**config.mk**
```make
export PLATFORM = sky130hd
export DESIGN_NAME = carregador_programa
export DESIGN_NICKNAME = d
export VERILOG_FILES = /design/src/rtl/nrisc_pkg.sv /design/src/rtl/memoria_instrucao.sv /design/src/rtl/carregador_programa.sv
export SDC_FILE = /design/constraint.sdc
export NUM_CORES = 2
export LEC_CHECK = 0
export CAP_MARGIN = 20
export CORE_MARGIN = 3
export CORE_UTILIZATION = 60
export CTS_CLUSTER_DIAMETER = 100
export CTS_CLUSTER_SIZE = 28
export DETAILED_ROUTE_END_ITERATION = 10
export GPL_TIMING_DRIVEN = 1
export PLACE_DENSITY_LB_ADDON = 0.3
export SYNTH_ARGS = -nofsm -noshare
export SYNTH_HDL_FRONTEND = slang
export SYNTH_HIERARCHICAL = 1
export SYNTH_SLANG_ARGS = --single-unit
export TNS_END_PERCENT = 10
```
**constraint.sdc**
```tcl
create_clock -name clock -period 7.3 [get_ports clock]
set_input_delay 1.46 -clock clock [delete_from_list [all_inputs] [get_ports clock]]
set_output_delay 1.46 -clock clock [all_outputs]
set_load 0.01 [all_outputs]
```
**src/rtl/nrisc_pkg.sv**
```systemverilog
// nrisc_pkg -- constants and types shared by the nRISC blocks.
//   LARG_DADO : width of an instruction / program-stream byte
//   LARG_END  : width of an instruction-memory address
//   estado_t  : program-loader FSM states
package nrisc_pkg;

  localparam int LARG_DADO = 8;
  localparam int LARG_END  = 8;

  typedef enum logic [1:0] {
    ESPERA_TAM = 2'd0,  // waiting for the length byte
    CARREGA    = 2'd1,  // storing program bytes
    EXECUTA    = 2'd2   // program loaded, processor running
  } estado_t;

endpackage

```
**src/rtl/memoria_instrucao.sv**
```systemverilog
// memoria_instrucao -- PROF x 8 instruction memory.
// Synchronous write, asynchronous (combinational) read, no reset on contents.
//   clock        : write clock, rising edge
//   we           : write enable
//   end_escrita  : write address
//   dado_escrita : write data
//   end_leitura  : read address
//   dado_leitura : read data (same cycle)
module memoria_instrucao
  import nrisc_pkg::*;
#(
  parameter int PROF = 256
) (
  input  logic                 clock,
  input  logic                 we,
  input  logic [LARG_END-1:0]  end_escrita,
  input  logic [LARG_DADO-1:0] dado_escrita,
  input  logic [LARG_END-1:0]  end_leitura,
  output logic [LARG_DADO-1:0] dado_leitura
);

  logic [LARG_DADO-1:0] mem [PROF];

  // Addresses beyond a shallower memory are dropped on write and read as 0.
  always_ff @(posedge clock) begin
    if (we && (32'(end_escrita) < PROF)) begin
      mem[end_escrita] <= dado_escrita;
    end
  end

  always_comb begin
    dado_leitura = '0;
    if (32'(end_leitura) < PROF) begin
      dado_leitura = mem[end_leitura];
    end
  end

endmodule

```
**src/rtl/carregador_programa.sv**
```systemverilog
// carregador_programa -- loads a length-prefixed program from a byte stream
// into instruction memory, then releases the processor from reset and serves
// instructions to it.
//
// Handshake: a byte moves on a rising edge where byte_valid and byte_ready
// are both 1; byte_valid may be held or dropped freely, byte_ready depends
// only on the FSM state.
//
// Ports:
//   clock, reset   : system clock; asynchronous active-high reset
//   byte_in/valid  : program stream from host (first byte = length, 0 = 256)
//   byte_ready     : 1 while loading, 0 while running
//   recarregar     : in EXECUTA, start a new load at the next edge
//   PC / instr     : processor fetch port (instr is 0 unless running)
//   cpu_reset      : processor reset, held high until the load completes
//   carregado      : a complete program is in memory
//   endereco_carga : next address to be written
module carregador_programa
  import nrisc_pkg::*;
#(
  parameter int PROF = 256
) (
  input  logic                 clock,
  input  logic                 reset,
  input  logic [LARG_DADO-1:0] byte_in,
  input  logic                 byte_valid,
  output logic                 byte_ready,
  input  logic                 recarregar,
  input  logic [LARG_END-1:0]  PC,
  output logic [LARG_DADO-1:0] instr,
  output logic                 cpu_reset,
  output logic                 carregado,
  output logic [LARG_END-1:0]  endereco_carga
);

  estado_t              estado, estado_prox;
  logic [LARG_DADO-1:0] tamanho;
  logic                 transfere;
  logic                 escreve;
  logic                 ultimo;
  logic [LARG_DADO-1:0] dado_lido;

  assign byte_ready = (estado != EXECUTA);
  assign transfere  = byte_valid && byte_ready;
  assign escreve    = (estado == CARREGA) && transfere;
  // Length 0 encodes 256: 0 - 1 wraps to 255, the last address of a full load.
  assign ultimo     = (endereco_carga == (tamanho - 8'd1));

  always_comb begin
    estado_prox = estado;
    case (estado)
      ESPERA_TAM: if (transfere) estado_prox = CARREGA;
      CARREGA:    if (transfere && ultimo) estado_prox = EXECUTA;
      EXECUTA:    if (recarregar) estado_prox = ESPERA_TAM;
      default:    estado_prox = ESPERA_TAM;
    endcase
  end

  always_ff @(posedge clock or posedge reset) begin
    if (reset) begin
      estado         <= ESPERA_TAM;
      tamanho        <= '0;
      endereco_carga <= '0;
      cpu_reset      <= 1'b1;
      carregado      <= 1'b0;
    end else begin
      estado    <= estado_prox;
      // Both flags follow the state being entered, so they change on the
      // same edge as the transition itself.
      cpu_reset <= (estado_prox != EXECUTA);
      carregado <= (estado_prox == EXECUTA);
      if (estado == ESPERA_TAM && transfere) begin
        tamanho        <= byte_in;
        endereco_carga <= '0;
      end else if (escreve) begin
        endereco_carga <= endereco_carga + 8'd1;
      end
    end
  end

  memoria_instrucao #(.PROF(PROF)) u_mem (
    .clock        (clock),
    .we           (escreve),
    .end_escrita  (endereco_carga),
    .dado_escrita (byte_in),
    .end_leitura  (PC),
    .dado_leitura (dado_lido)
  );

  // Reads are masked while loading, so a same-cycle write never shows up.
  assign instr = (estado == EXECUTA) ? dado_lido : '0;

endmodule
```
== Yosys cells after proc, flatten, opt, wreduce, memory -nomap -nowiden ==
Memory sizes are Yosys's and may differ from the RTL's.
Cells that the tools add are included.
Widths: inputs -> output; s select.

* Reductions and logical operators: 6
* Mux-type cells: 9
* Equal/unequal tests: 6
* $add $sub $neg: 2

{| class="wikitable"
|+ Operator list
! kind !! count
|-
| $mux 8 || 3
|-
| $add 8x1->8 const B || 1
|-
| $eq 8x8->1 || 1
|-
| $sub 8x1->8 const B || 1
|-
| $mux 2 || 3
|-
| $pmux 2 s3 || 1
|-
| $eq 2x2->1 const B || 2
|-
| $logic_and 1x1->1 || 4
|-
| $ne 2x2->1 const B || 2
|-
| $eq 2x1->1 const B || 1
|-
| $logic_not 2->1 || 1
|-
| $mux 1 || 2
|-
| $reduce_bool 2->1 || 1
|}

* Memories kept: 1
* Register bits: 20
* Input port bits: 20
* Output and inout bits: 19
* RAM bits: 2048

{| class="wikitable"
|+ Memories
! memory !! depth !! bits a word !! read ports !! clocked after Yosys merged registers in !! write ports !! line !! source
|-
| u_mem.mem || 256 || 8 || 1 || 0 || 1 || memoria_instrucao.sv:22 || <nowiki>logic [LARG_DADO-1:0] mem [PROF];</nowiki>
|}

== Depth between registers and ports, before layout ==
* Depth in word-level cells: 6
* Depth in mapped cells: 12
* Depth with buffers taken out: 7

== By module ==
The synthesis kept the hierarchy.

{| class="wikitable"
|+ By module, submodules not included
! module !! instances !! seq. area each (um^2) !! area an instance (um^2) !! cells an instance
|-
| memoria_instrucao || 1 || 61499.0 || 79396.1 || 3725
|-
| carregador_programa || 1 || 501.7 || 1166.1 || 124
|}

== Least setup slack after synthesis ==
No wires, ideal clock.

* Path kind: input-to-output
* Start point: input port PC[0]
* End point: output port instr[2]
* Path buffers: 4
* Path slack: 2.401 ns
* Arrival time: 3.439 ns
* Cell stages on the path: 10
* Cells stage by stage: buf_6 -> buf_12 -> buf_8 -> buf_2 -> mux4_2 -> a22oi_1 -> a21oi_1 -> nor4_1 -> nor4_2 -> and2_1

* Cells in the longest elaborated chain, start to end: 2

{| class="wikitable"
|+ RTL lines
! what !! line !! source
|-
| start, declared || carregador_programa.sv:29 || <nowiki>input logic [LARG_END-1:0] PC,</nowiki>
|-
| $mem_v2 256x8 || -- ||
|-
| via dado_lido[2] || carregador_programa.sv:41 || <nowiki>logic [LARG_DADO-1:0] dado_lido;</nowiki>
|-
| $mux 8 || carregador_programa.sv:91 || <nowiki>assign instr = (estado == EXECUTA) ? dado_lido : '0;</nowiki>
|-
| end, declared || carregador_programa.sv:30 || <nowiki>output logic [LARG_DADO-1:0] instr,</nowiki>
|}

The timed path passes the listed nets, and every way through them passes these cells.

== Final worst setup path ==
* Start point: input port PC[1]
* End point: output port instr[1]

The elaborated chain is that of the path after synthesis.

==> flow_summary.ini <==
[status]
status = completed

[placement]
hpwl_um = 115000
preCtsSetupSlack_ns = 0.496
finalWeightedCongestion = 0.899
io_buffers = 38

[power]
ir_worst_vdd_uv = 206
leakage_uw = 0.0257
power_density_nw_per_um2 = 240

[detailed_routing]
dr.pass1.iters = 5
ant_nets = 0
drcViolationCount = 0
wirelength_um = 186000
vias = 39300
drtIter0Drc = 5553
wire_per_inst_um = 33.0
via_per_inst = 6.95

[grt]
overflow = 0
grt_antenna_before_repair = 3
grtUsageTotal_pct = 27.4
grt_pass1_vias = 38600
grt_first_pass_wirelength_um = 272000
grt_max_degree = 189

[clock_network]
clkLatencyLatePin_ns = 0.74
tritoncts = yes
post_cts_buffers = 0
cts_made_buffers = 83
cts_resized = 0
clock_sinks = 2068
cts_buffer_depth = 3
h-tree-depth = 3
cts_root_buf = clkbuf_16
hold_buffers = 0
clk_pin_slew_ns = 0.10

[synth]
synth_area_sq_um = 80600
synth-edff-count = 2048
yosysUniqueCellTypes = 69
synth_nets = 3871
async_reset_ff_share_pct = 0.967
postSynthAreaPerCell_sq_um = 20.9
yosys_warnings = 6
seq_area_frac_synth_pct = 77.0
ys_seq_elements = 2068
synth_flop_cell = edfxtp_1
syn_inst = 3849

[floorplan]
die_h_um = 372
ios = 39
num_rows = 133
die_area_sq_um = 139000
initial_core_util_pct = 60.8
core_area_sq_um = 132000
die_w_um = 372

[sta]
max_freq_ghz = 0.145
finalHoldViolCount = 0
min_period_ns = 6.88
slew_headroom_pct = 17.7
clock_skew_ns = 0.0420
finalSetupViolations = 0
setup_ws_ns = 0.417
setup-tns-final_ns = 0
rsz0062_at_grt = false
tightest_slew_ns = 1.23
fin_crit_sh_pct = 94.3
drv_slew = 0

[setup_path]
critPathSlowestCell = nor4_1
crit_chain = buf_8 > nand2_1 > buf_4 > o221ai_1 > o211ai_1 > a21oi_1 > nor4_1 > nor4_1 > and2_1 > clkdlybuf4s50_1
r2r_end = u_mem/mem[34][2]
cp_max_fo = 45
path_class = in -> out
worst-r2r-cell-count = 6
r2r_slack_ns = 3.03
slowest_delay_ns = 0.77
cp.arrival_ns = 5.42
end_kind = output pin
r2r_start = estado[1]
worst_ep_required_time_ns = 5.84
start_kind = primary input
path_common_cell = nor4_1
timing.critical_path.buf_inv = 3
cp_top_family = simple AND/OR/NAND/NOR gates

[hold_path]
hold_path_class = reg -> reg
hold_end = tamanho[7]
holdPathStages = 1
min-delay-start = tamanho[7]

[finish]
n_fill_cell = 8611
fin_util_pct = 64.4
final_nets = 3900
syn2layout_area_growth_pct = 5.92
final_layout_size_suffix_gt1_share_pct = 18.7

[run]
max-cap-violations = 0
[registers in the layout, indices dropped and copies added, names as in the netlist]
signal / cells
endereco_carga: 8
estado: 2
tamanho: 8
u_mem/mem: 2048
carregado: 1
cpu_reset: 1
[routing by layer]
layer | GRT usage (%) | vias to the layer above | wire length, um
li1 | - | 16000 | -
met1 | 39.9 | 20600 | 69800
met2 | 42.3 | 2318 | 89300
met3 | 5.59 | 323 | 20100
met4 | 9.01 | 2 | 6950
met5 | 0 | - | 8
[synth_stat cells (all sizes together) (10+ instances only)]
cell | n | area [sq um]
edfxtp | 2048 | 61500
mux4 | 456 | 10300
nor2 | 288 | 1080
mux2i | 135 | 1350
a22oi | 133 | 998
buf | 122 | 1030
clkbuf | 114 | 428
a21oi | 98 | 490
o221ai | 47 | 418
nand2 | 46 | 173
nand3 | 37 | 185
nor2b | 35 | 219
o22ai | 29 | 181
nor4 | 28 | 194
o21ai | 25 | 125
nor3 | 24 | 120
dfrtp | 19 | 475
a211oi | 16 | 120
a221oi | 14 | 129
and2 | 14 | 87.6
nand2b | 11 | 68.8
o211ai | 11 | 82.6
nand4 | 10 | 62.6
[report_power, final]
part / leakage [uW] / internal (uW) / switching (uW)
Clock: 0.00109 / 2150 / 3310
Combinational: 0.00600 / 569 / 1180
Sequential: 0.0186 / 13200 / 127
[how the worst max path moves through the flow]
stage	slack (ns)	startpoint	to	cells after the start
floorplan	2.40	PC[0]	instr[2]	10
global placement	0.52	PC[1]	instr[4]	9
detailed placement	0.50	PC[1]	instr[4]	9
CTS	0.49	PC[1]	instr[4]	9
global route	0.29	PC[1]	instr[4]	10
finish	0.42	PC[1]	instr[1]	10
[per-stage QoR]
step / instance area, sq um / hold WS (ns) / cells / power [uW]
after floorplan: 80600 / 0.502 / 3849 / 14500
after global placement: 83000 / 0.511 / 5543 / 15200
after detailed placement: 83000 / 0.522 / 5543 / 15300
after CTS: 85200 / 0.546 / 5642 / 20600
after global routing: 85300 / 0.580 / 5647 / 21100
final: 85300 / 0.540 / 5649 / 20500
[area by class of cell]
cell class / count / area (sq um) / area share [%]
Sequential cell: 2068 / 62000 / 72.7
Multi-Input combinational cell: 1536 / 17100 / 20.0
Tap cell: 1755 / 2200 / 2.57
Clock buffer: 93 / 2140 / 2.50
Timing Repair Buffer: 180 / 1760 / 2.07
Clock inverter: 6 / 96.3 / 0.113
Inverter: 9 / 33.8 / 0.0396
Antenna cell: 2 / 5.00 / 0.00586
[layout by cell type, fill, tap and decap left out, types with 13 or more instances in the layout]
cell type           n
edfxtp_1         2048
mux4_2            454
nor2_1            285
mux2i_1           135
a22oi_1           133
buf_4             120
a21oi_1            98
clkbuf_16          84
nand2_1            46
o221ai_1           46
nand3_1            37
nor2b_1            32
o22ai_1            29
nor4_1             25
clkdlybuf4s50_1    25
nor3_1             24
o21ai_0            22
dfrtp_1            19
buf_12             19
a211oi_1           16
and2_1             14
a221oi_1           13
[cells by family after synthesis]
group / Yosys count / synth area share (%)
compound gates: 415 / 3.63
xor+xnor: 8 / 0.0870
fa+ha+maj: 2 / 0.0311
buf+inv: 245 / 1.85
flops: 2068 / 77.0
mux: 597 / 14.5
simple gates: 514 / 2.92
[worst register-to-register path, stage by stage, from the launching register on]
cell and delay, ns:
dfrtp_1 0.40, nand2b_1 0.33, or2_1 0.37, inv_1 0.45, nand3_1 1.05, buf_4 0.58, nor2_1 0.72
Power figures use the tool's default switching activity.
